===== config.mk =====
export PLATFORM = sky130hd
export DESIGN_NAME = add_round_key_stage
export DESIGN_NICKNAME = d
export VERILOG_FILES = /design/src/rtl/aes_pkg.sv /design/src/rtl/aes_sub_word.sv /design/src/rtl/add_round_key_stage.sv
export SDC_FILE = /design/constraint.sdc
export NUM_CORES = 2
export LEC_CHECK = 0
export CORE_MARGIN = 8
export CORE_UTILIZATION = 45
export CTS_CLUSTER_SIZE = 28
export DETAILED_ROUTE_END_ITERATION = 8
export PLACE_DENSITY = 0.67
export SLEW_MARGIN = 20
export SYNTH_ARGS = -nofsm -noshare
export SYNTH_HDL_FRONTEND = slang
export SYNTH_HIERARCHICAL = 1
export SYNTH_SLANG_ARGS = --single-unit

===== constraint.sdc =====
create_clock -name clk -period 4.65 [get_ports clk]
set_clock_uncertainty 0.2 [all_clocks]
set_input_delay 0.6975 -clock clk [delete_from_list [all_inputs] [get_ports clk]]
set_output_delay 0.6975 -clock clk [all_outputs]
set_load 0.05 [all_outputs]

===== src/rtl/aes_pkg.sv =====
// Shared AES definitions: S-box, state/word types, xtime, and the stage's output payload.
package aes_pkg;

    localparam int unsigned AES_NR  = 10;
    localparam int unsigned STATE_W = 128;
    localparam int unsigned WORD_W  = 32;
    localparam int unsigned ROUND_W = 4;

    typedef logic [STATE_W-1:0] aes_state_t;
    typedef logic [WORD_W-1:0]  aes_word_t;

    typedef enum logic {
        NO_KEY = 1'b0,
        KEYED  = 1'b1
    } ark_fsm_t;

    typedef struct packed {
        aes_state_t         state;
        logic [ROUND_W-1:0] round;
        logic               last;
    } ark_out_t;

    localparam logic [7:0] SBOX [256] = '{
        8'h63, 8'h7c, 8'h77, 8'h7b, 8'hf2, 8'h6b, 8'h6f, 8'hc5, 8'h30, 8'h01, 8'h67, 8'h2b, 8'hfe, 8'hd7, 8'hab, 8'h76,
        8'hca, 8'h82, 8'hc9, 8'h7d, 8'hfa, 8'h59, 8'h47, 8'hf0, 8'had, 8'hd4, 8'ha2, 8'haf, 8'h9c, 8'ha4, 8'h72, 8'hc0,
        8'hb7, 8'hfd, 8'h93, 8'h26, 8'h36, 8'h3f, 8'hf7, 8'hcc, 8'h34, 8'ha5, 8'he5, 8'hf1, 8'h71, 8'hd8, 8'h31, 8'h15,
        8'h04, 8'hc7, 8'h23, 8'hc3, 8'h18, 8'h96, 8'h05, 8'h9a, 8'h07, 8'h12, 8'h80, 8'he2, 8'heb, 8'h27, 8'hb2, 8'h75,
        8'h09, 8'h83, 8'h2c, 8'h1a, 8'h1b, 8'h6e, 8'h5a, 8'ha0, 8'h52, 8'h3b, 8'hd6, 8'hb3, 8'h29, 8'he3, 8'h2f, 8'h84,
        8'h53, 8'hd1, 8'h00, 8'hed, 8'h20, 8'hfc, 8'hb1, 8'h5b, 8'h6a, 8'hcb, 8'hbe, 8'h39, 8'h4a, 8'h4c, 8'h58, 8'hcf,
        8'hd0, 8'hef, 8'haa, 8'hfb, 8'h43, 8'h4d, 8'h33, 8'h85, 8'h45, 8'hf9, 8'h02, 8'h7f, 8'h50, 8'h3c, 8'h9f, 8'ha8,
        8'h51, 8'ha3, 8'h40, 8'h8f, 8'h92, 8'h9d, 8'h38, 8'hf5, 8'hbc, 8'hb6, 8'hda, 8'h21, 8'h10, 8'hff, 8'hf3, 8'hd2,
        8'hcd, 8'h0c, 8'h13, 8'hec, 8'h5f, 8'h97, 8'h44, 8'h17, 8'hc4, 8'ha7, 8'h7e, 8'h3d, 8'h64, 8'h5d, 8'h19, 8'h73,
        8'h60, 8'h81, 8'h4f, 8'hdc, 8'h22, 8'h2a, 8'h90, 8'h88, 8'h46, 8'hee, 8'hb8, 8'h14, 8'hde, 8'h5e, 8'h0b, 8'hdb,
        8'he0, 8'h32, 8'h3a, 8'h0a, 8'h49, 8'h06, 8'h24, 8'h5c, 8'hc2, 8'hd3, 8'hac, 8'h62, 8'h91, 8'h95, 8'he4, 8'h79,
        8'he7, 8'hc8, 8'h37, 8'h6d, 8'h8d, 8'hd5, 8'h4e, 8'ha9, 8'h6c, 8'h56, 8'hf4, 8'hea, 8'h65, 8'h7a, 8'hae, 8'h08,
        8'hba, 8'h78, 8'h25, 8'h2e, 8'h1c, 8'ha6, 8'hb4, 8'hc6, 8'he8, 8'hdd, 8'h74, 8'h1f, 8'h4b, 8'hbd, 8'h8b, 8'h8a,
        8'h70, 8'h3e, 8'hb5, 8'h66, 8'h48, 8'h03, 8'hf6, 8'h0e, 8'h61, 8'h35, 8'h57, 8'hb9, 8'h86, 8'hc1, 8'h1d, 8'h9e,
        8'he1, 8'hf8, 8'h98, 8'h11, 8'h69, 8'hd9, 8'h8e, 8'h94, 8'h9b, 8'h1e, 8'h87, 8'he9, 8'hce, 8'h55, 8'h28, 8'hdf,
        8'h8c, 8'ha1, 8'h89, 8'h0d, 8'hbf, 8'he6, 8'h42, 8'h68, 8'h41, 8'h99, 8'h2d, 8'h0f, 8'hb0, 8'h54, 8'hbb, 8'h16
    };

    // Multiply by x in GF(2^8) modulo the AES polynomial.
    function automatic logic [7:0] xtime(input logic [7:0] x);
        return {x[6:0], 1'b0} ^ (x[7] ? 8'h1B : 8'h00);
    endfunction

endpackage


===== src/rtl/aes_sub_word.sv =====
// Combinational SubWord: S-box applied to each byte of a 32-bit word.
module aes_sub_word
    import aes_pkg::*;
(
    input  aes_word_t word,
    output aes_word_t sub_word
);

    always_comb begin
        sub_word = '0;
        for (int b = 0; b < 4; b++) begin
            sub_word[8*b +: 8] = SBOX[word[8*b +: 8]];
        end
    end

endmodule


===== src/rtl/add_round_key_stage.sv =====
// AddRoundKey execute stage with on-the-fly AES-128 key expansion, one round key per accepted state.
module add_round_key_stage
    import aes_pkg::*;
#(
    parameter int unsigned NR = AES_NR
) (
    input  logic               clk,
    input  logic               rst_n,
    input  logic               key_load,
    input  logic [STATE_W-1:0] key_in,
    input  logic               in_valid,
    output logic               in_ready,
    input  logic [STATE_W-1:0] state_in,
    output logic               out_valid,
    input  logic               out_ready,
    output logic [STATE_W-1:0] state_out,
    output logic [ROUND_W-1:0] out_round,
    output logic               out_last
);

    ark_fsm_t           fsm_q;
    ark_fsm_t           fsm_d;
    aes_state_t         cipher_key_r;
    aes_state_t         rk_r;
    logic [ROUND_W-1:0] round_r;
    logic [7:0]         rcon_r;
    ark_out_t           out_q;
    logic               valid_q;

    aes_word_t          rot_w3;
    aes_word_t          sub_w3;
    aes_word_t          t_w;
    aes_word_t          w0_n;
    aes_word_t          w1_n;
    aes_word_t          w2_n;
    aes_word_t          w3_n;
    logic               accept;
    logic               at_last;

    // Next round key: S-box on rotated w3, then the 4-word XOR chain.
    assign rot_w3 = {rk_r[23:0], rk_r[31:24]};

    aes_sub_word u_sub_word (
        .word     (rot_w3),
        .sub_word (sub_w3)
    );

    assign t_w  = sub_w3 ^ {rcon_r, 24'h0};
    assign w0_n = rk_r[127:96] ^ t_w;
    assign w1_n = rk_r[95:64]  ^ w0_n;
    assign w2_n = rk_r[63:32]  ^ w1_n;
    assign w3_n = rk_r[31:0]   ^ w2_n;

    assign accept  = in_valid && in_ready;
    assign at_last = (round_r == ROUND_W'(NR));

    always_ff @(posedge clk or negedge rst_n) begin
        if (!rst_n) fsm_q <= NO_KEY;
        else        fsm_q <= fsm_d;
    end

    always_comb begin
        fsm_d = fsm_q;
        if (key_load) fsm_d = KEYED;
    end

    // key_load wins over a same-cycle input handshake.
    always_comb begin
        in_ready = 1'b0;
        if (fsm_q == KEYED && !key_load && (!valid_q || out_ready)) in_ready = 1'b1;
    end

    always_ff @(posedge clk or negedge rst_n) begin
        if (!rst_n) begin
            cipher_key_r <= '0;
            rk_r         <= '0;
            round_r      <= '0;
            rcon_r       <= 8'h01;
            out_q        <= '0;
            valid_q      <= 1'b0;
        end else if (key_load) begin
            cipher_key_r <= key_in;
            rk_r         <= key_in;
            round_r      <= '0;
            rcon_r       <= 8'h01;
            valid_q      <= 1'b0;
        end else if (accept) begin
            out_q.state <= state_in ^ rk_r;
            out_q.round <= round_r;
            out_q.last  <= at_last;
            valid_q     <= 1'b1;
            if (at_last) begin
                rk_r    <= cipher_key_r;
                rcon_r  <= 8'h01;
                round_r <= '0;
            end else begin
                rk_r    <= {w0_n, w1_n, w2_n, w3_n};
                rcon_r  <= xtime(rcon_r);
                round_r <= round_r + ROUND_W'(1);
            end
        end else if (valid_q && out_ready) begin
            valid_q <= 1'b0;
        end
    end

    assign out_valid = valid_q;
    assign state_out = out_q.state;
    assign out_round = out_q.round;
    assign out_last  = out_q.last;

endmodule


Yosys cells after proc, flatten, opt, wreduce, memory -nomap -nowiden
Memory sizes are Yosys's and may differ from the RTL's.
Cells that the tools add are included.

word-level totals
  flip-flop bits (word level) = 403
  logic and storage cells = 63
  output and inout port bits = 135
  input port bits = 261
  bits in latches = 0
  ROM bits = 8192
  memories kept = 4
  bits in writable memories = 0

operators by class
  equality and inequality tests = 1
  mux-type cells = 22
  shift operators = 0
  $add $sub $neg = 1
  bitwise operators = 12
  div/mod/pow operators = 0
  reduce and logical (&&, ||, !) cells = 10
  order comparisons = 4
  multiply operators = 0

memories
  memory           words  width  rd ports  clocked after Yosys merged registers in  wr ports  RTL line            RTL
  (no name shown)  256    8      1         0                                        0         aes_sub_word.sv:12  sub_word[8*b +: 8] = SBOX[word[8*b +: 8]];
  (no name shown)  256    8      1         0                                        0         aes_sub_word.sv:12
  (no name shown)  256    8      1         0                                        0         aes_sub_word.sv:12
  (no name shown)  256    8      1         0                                        0         aes_sub_word.sv:12

operators by type and width
  operator               count
  $mux W128              3
  $xor A32 B32 Y32       5
  $xor A128 B128 Y128    1
  $mux W8                11
  $ge A9 B9 Y1 const B   4
  $not A8 Y9             4
  $mux W4                3
  $xor A8 B5 Y8          1
  $mux W5                1
  $add A4 B1 Y4 const B  1
  $eq A4 B4 Y1 const B   1
  $logic_and A1 B1 Y1    4
  $mux W1                4
  $reduce_bool A3 Y1     1
  $logic_not A1 Y1       2
  $reduce_and A2 Y1      1
  $reduce_bool A2 Y1     1
  $logic_or A1 B1 Y1     1
  $not A1 Y1             1

Logic depth before layout (Yosys ltp)
  depth in word-level cells = 12
  depth in mapped cells = 16
  gate-level depth less buffers = 12

Modules after synthesis
Netlist, hierarchy kept.

modules (own cells, without submodules)
  module               cells each  times used  area each (µm²)  sequential area each (µm²)
  add_round_key_stage  1682        1           19306.0          10085.9
  aes_sub_word         2185        1           13769.5          0.0

Least setup slack after synthesis
Ideal clock, no wire load.

  path type = reg-to-reg
  start = register rk_r[25]
  end = register rk_r[7]
  cell stages (with the launch flop) = 16
  required time = 4.326 ns
  arrival = 3.728 ns
  library setup time = 0.124 ns
  path buffers = 3
  period minus slack after synthesis = 4.052 ns
  path slack = 0.598 ns
  path through = dfrtp_1 > buf_2 > inv_1 > ha_1 > clkbuf_1 > nand2b_1 > clkbuf_1 > nand2_1 > a22o_1 > mux4_2 > or2_0 > a32oi_1 > xor3_1 > xnor2_1 > xnor2_1 > a211o_1

between the ends
  cells in the longest elaborated chain, start to end = 12

RTL lines
  element                                     RTL line                   RTL
  start: declaration                          add_round_key_stage.sv:24  aes_state_t rk_r;
  start signal: assignment                    add_round_key_stage.sv:83  rk_r <= key_in;
  start signal: assignment                    add_round_key_stage.sv:93  rk_r <= cipher_key_r;
  start signal: assignment                    add_round_key_stage.sv:97  rk_r <= {w0_n, w1_n, w2_n, w3_n};
  $not A8 Y9 (implied by the code)            aes_sub_word.sv:12
  $mem_v2 Z256 W8                             --
  $mux W8 (implied by the code) (2 in a row)  aes_sub_word.sv:12
  net sub_w3[7]                               add_round_key_stage.sv:31  aes_word_t sub_w3;
  $xor A32 B32 Y32                            add_round_key_stage.sv:48  assign t_w = sub_w3 ^ {rcon_r, 24'h0};
  $xor A32 B32 Y32                            add_round_key_stage.sv:49  assign w0_n = rk_r[127:96] ^ t_w;
  $xor A32 B32 Y32                            add_round_key_stage.sv:50  assign w1_n = rk_r[95:64] ^ w0_n;
  $xor A32 B32 Y32                            add_round_key_stage.sv:51  assign w2_n = rk_r[63:32] ^ w1_n;
  $xor A32 B32 Y32                            add_round_key_stage.sv:52  assign w3_n = rk_r[31:0] ^ w2_n;
  $mux W128                                   add_round_key_stage.sv:92  if (at_last) begin
  $mux W128                                   add_round_key_stage.sv:87  end else if (accept) begin
  $mux W128                                   add_round_key_stage.sv:81  end else if (key_load) begin

The timed path passes the listed nets, and every way through them passes these cells. The select of a mux whose other input is x is not followed.
A chain may end at the register's enable or synchronous reset.

Worst setup path in the final report
  start = register rk_r[8]
  end = register rk_r[21]

Same word-level chain as after synthesis.

==> metrics.md <==
| Metric | Value |
|---|---|
| Status | `finished clean` |
| Hold Path Class | `in2reg` |
| Peak supply drop | `0.5161 mV` |
| Setup bufs post-CTS | `0` |
| Total Wirelength | `approximately 140000 um` |
| Post-route ant nets | `0` |
| Critical path data arrival time | `approximately 4.8 ns` |
| Effective utilization at floorplan | `a little under half` |
| Finished Layout Cells | `5139` |
| Max-cap violations | `0` |
| Final Setup Violations | `0` |
| Crit Path Category | `reg2reg` |
| # DRC | `0` |
| Switching power | `19.84 mW` |
| Layout cell share with drive strength beyond 1 | `12.98%` |
| Period utilization | `97.31%` |
| Routed len/inst | `27.76 um` |
| RSZ-0062 raised after global routing | `false` |
| Synth unique cells | `100` |
| Clock sinks | `403` |
| Routed vias | `roughly 34000` |
| Hold Vio Cnt, Final | `0` |
| Worst setup slack after layout | `approximately 0.13 ns` |
| Main synth FF type | `dfrtp_1` |
| Die height | `287.1 um` |
| Nets | `4453` |
| Clock group share of total power | `10.3%` |
| Total CTS buffers | `48` |
| Syn-to-layout area delta | `21.26%` |
| Initial DRC Count | `4814` |
| Placed insts | `approximately 5000` |
| Grt ovf | `0` |
| Hold Crit Start | `key_load` |
| Worst-Margin Slew | `1.146 ns` |
| Worst Setup End Kind | `flop` |
| Pwr/cell area | `931.3 nW/um^2` |
| CP max FO | `8` |
| Lkg Pwr | `approximately 16 nW` |
| CTS tree | `done` |
| Core Area | `72830 um^2` |
| Reg-to-reg slack, setup | `0.13 ns` |
| Int Power | `about 18 mW` |
| Die area | `82430 um^2` |
| IO Count | `~400` |
| Die width | `287.1 um` |
| Critical Path RT | `4.96 ns` |
| Startpoint types | `flop` |
| Reg clk slew, reported paths | `0.06 ns` |
| Row cnt | `99` |
| Worst setup startpoint | `rk_r[8]$_DFFE_PN0P_` |
| I/O Buffers | `395` |
| Root buf cell | `clkbuf_16` |
| Warnings, synthesis | `6` |
| Number of vias per cell | `6.606` |
| Setup TNS | `0 ns` |
| F_max | `221.0 MHz` |
| Cells after synthesis | `3867` |
| Initial antenna violation count | `12` |
| Tot GR Track Use | `between 30% and 40%` |
| DP HPWL | `102700 um` |
| Switching Fraction | `between 50% and 60%` |
| Comb pwr share | `72.8%` |
| Synth Net Count | `4190` |
| Worst skew pair latency | `0.62 ns` |
| Post-synth EDFFs | `0` |
| Yosys reg bits | `403` |
| Hold_ws | `0.2185 ns` |
| Pre-antenna DRT Iters | `7` |
| H-tree depth | `2` |
| Clock buffer depth | `3` |
| Syn Area/Cell | `about 8.6 um^2` |
| Seq/Total Area, Yosys | `a little under a third` |
| Pre-CTS setup slack | `approximately 0.23 ns` |
| Tmin final | `4.525 ns` |
| GPL Wtd Cong | `approximately 1.0` |
| Vias in the first global route | `32185` |
| First-pass GRT wire length | `213700 um` |
| Slew headroom | `between 20% and 30%` |
| Post-synthesis async set-or-reset flop share | `100.0%` |
| Largest net degree at the start of global routing | `146` |
| Post-synthesis cell area | `about 33000 um^2` |
| Max-slew violation count | `0` |
| Reg-to-Reg Start | `rk_r[8]$_DFFE_PN0P_` |
| Sequential power share | `16.9%` |
## worst max-delay path, stage by stage, from the launching register on
cell      delay (ns)
dfrtp_1         0.52
inv_1           0.11
buf_4           0.18
ha_1            0.32
nand2b_1        0.38
nor2_1          0.12
o311ai_0        0.34
nor2_1          0.08
o41ai_1         0.90
buf_4           0.31
xor3_1          0.29
xnor2_1         0.27
xnor2_1         0.10
a211o_1         0.29
## per-layer routing
layer | GRT usage [%] | wire [um]
met1 | 45.05 | 57760
met2 | 50.04 | 62160
met3 | 7.469 | 15190
met4 | 14.60 | 7526
met5 | 0 | 10
## state kept, by name, summed over array words and instances, names as in the netlist
register and count:
cipher_key_r 128, rk_r 128, state_out 128, rcon_r 8, out_round 4, round_r 4, fsm_q 1, out_last 1
out_valid 1
## what timing repair did
action,in CTS,in global routing
setup endpoints to repair,0,2
resized for setup,0,1
hold endpoints to repair,75,0
hold buffers,1,0
## power by group through the flow
stage / clock, mW / combinational, mW / sequential, mW
finish: 3.86 / 27.2 / 6.30
global route: 4.06 / 28.6 / 6.43
CTS: 3.95 / 26.4 / 6.28
detailed placement: 0 / 26.3 / 6.32
global placement: 0 / 26.6 / 6.31
floorplan: 0 / 16.5 / 7.17
## cell families after synthesis
family / Yosys count / share of synthesized area [%]
flip-flops: 403 / 30.49
multiplexers: 208 / 8.069
AND/OR/NAND/NOR: 1164 / 17.10
XOR/XNOR: 262 / 8.591
adder cells (fa/ha/maj): 62 / 2.345
AO/OA/AOI/OAI: 1318 / 27.23
buffers and inverters: 450 / 6.177
## cell type report
cell class | instances | area (um^2)
Clock inverter | 20 | 196.4
Inverter | 47 | 176.4
Antenna cell | 11 | 27.53
Clock buffer | 69 | 1420
Sequential cell | 403 | 10120
Tap cell | 959 | 1200
Timing Repair Buffer | 616 | 5976
Fill cell | 6729 | 32730
Multi-Input combinational cell | 3014 | 20990
## stage by stage
stage,total power [mW],util (%),area (um^2)
global route,39.10,55.06,40100
detailed placement,32.57,52.79,38450
global placement,32.93,52.79,38450
floorplan,23.63,-,33080
finish,37.35,55.06,40110
CTS,36.61,55.02,40070
## worst paths after layout
kind | to | depth (start not counted)
max in group asynchronous | state_out[19]$_DFFE_PN0P_ | 3
min in group asynchronous | rk_r[121]$_DFFE_PN0P_ | 2
max reg2reg | rk_r[21]$_DFFE_PN0P_ | 13
min | round_r[3]$_DFFE_PN0P_ | 2
max | rk_r[21]$_DFFE_PN0P_ | 13
min reg2reg | out_last$_DFFE_PN0P_ | 1
## placed cells by master (no fill, tap or decap), types with 17 or more instances in the layout
cell type and count:
clkdlybuf4s50_1 393, nand2_1 388, dfrtp_1 388, o21ai_0 237
nor2_1 232, a21oi_1 224, xnor2_1 209, buf_4 192
o21ai_1 145, mux2_2 135, a211oi_1 102, nor3_1 97
a221o_1 94, nand2b_1 83, nor2b_1 78, nand3_1 70
ha_1 62, and2_1 53, o211ai_1 52, a31oi_1 52
o311ai_0 50, clkbuf_16 48, a211o_1 41, inv_1 39
mux2i_1 38, mux4_2 33, a22o_1 32, a311oi_1 30
o31ai_1 29, buf_12 28, xor3_1 24, nor4_1 23
o221ai_1 22, a221oi_1 22, a21o_1 18, o22ai_1 18
or2_2 17
## Yosys cell counts (all sizes together) (15+ instances only)
| master | number | area [um^2] |
|---|---|---|
| a31oi | 53 | 331.6 |
| nand3 | 70 | 350.3 |
| a211oi | 102 | 765.7 |
| or2 | 29 | 183.9 |
| xnor2 | 210 | 1847 |
| or3 | 16 | 100.1 |
| o221ai | 22 | 192.7 |
| a22o | 32 | 280.3 |
| dfrtp | 402 | 10060 |
| xor2 | 15 | 131.4 |
| nand3b | 15 | 112.6 |
| nor4 | 25 | 168.9 |
| mux4 | 33 | 743.2 |
| buf | 200 | 1105 |
| ha | 62 | 775.7 |
| a221oi | 22 | 192.7 |
| clkbuf | 203 | 762.0 |
| mux2i | 39 | 390.4 |
| a21oi | 224 | 1121 |
| o211ai | 52 | 390.4 |
| and2 | 57 | 360.3 |
| o21ai | 383 | 1921 |
| a211o | 41 | 359.1 |
| nand2b | 84 | 533.0 |
| nand2 | 388 | 1456 |
| o22ai | 18 | 112.6 |
| inv | 42 | 157.6 |
| nor2 | 238 | 913.4 |
| a311oi | 30 | 262.8 |
| a21o | 18 | 135.1 |
| nor2b | 79 | 496.7 |
| and3 | 15 | 93.84 |
| o311ai | 53 | 464.2 |
| nor3 | 98 | 490.5 |
| xor3 | 24 | 570.6 |
| mux2 | 136 | 1535 |
| a221o | 94 | 940.9 |
| o31ai | 29 | 217.7 |
No activity file was read; power rests on OpenSTA's default activity.
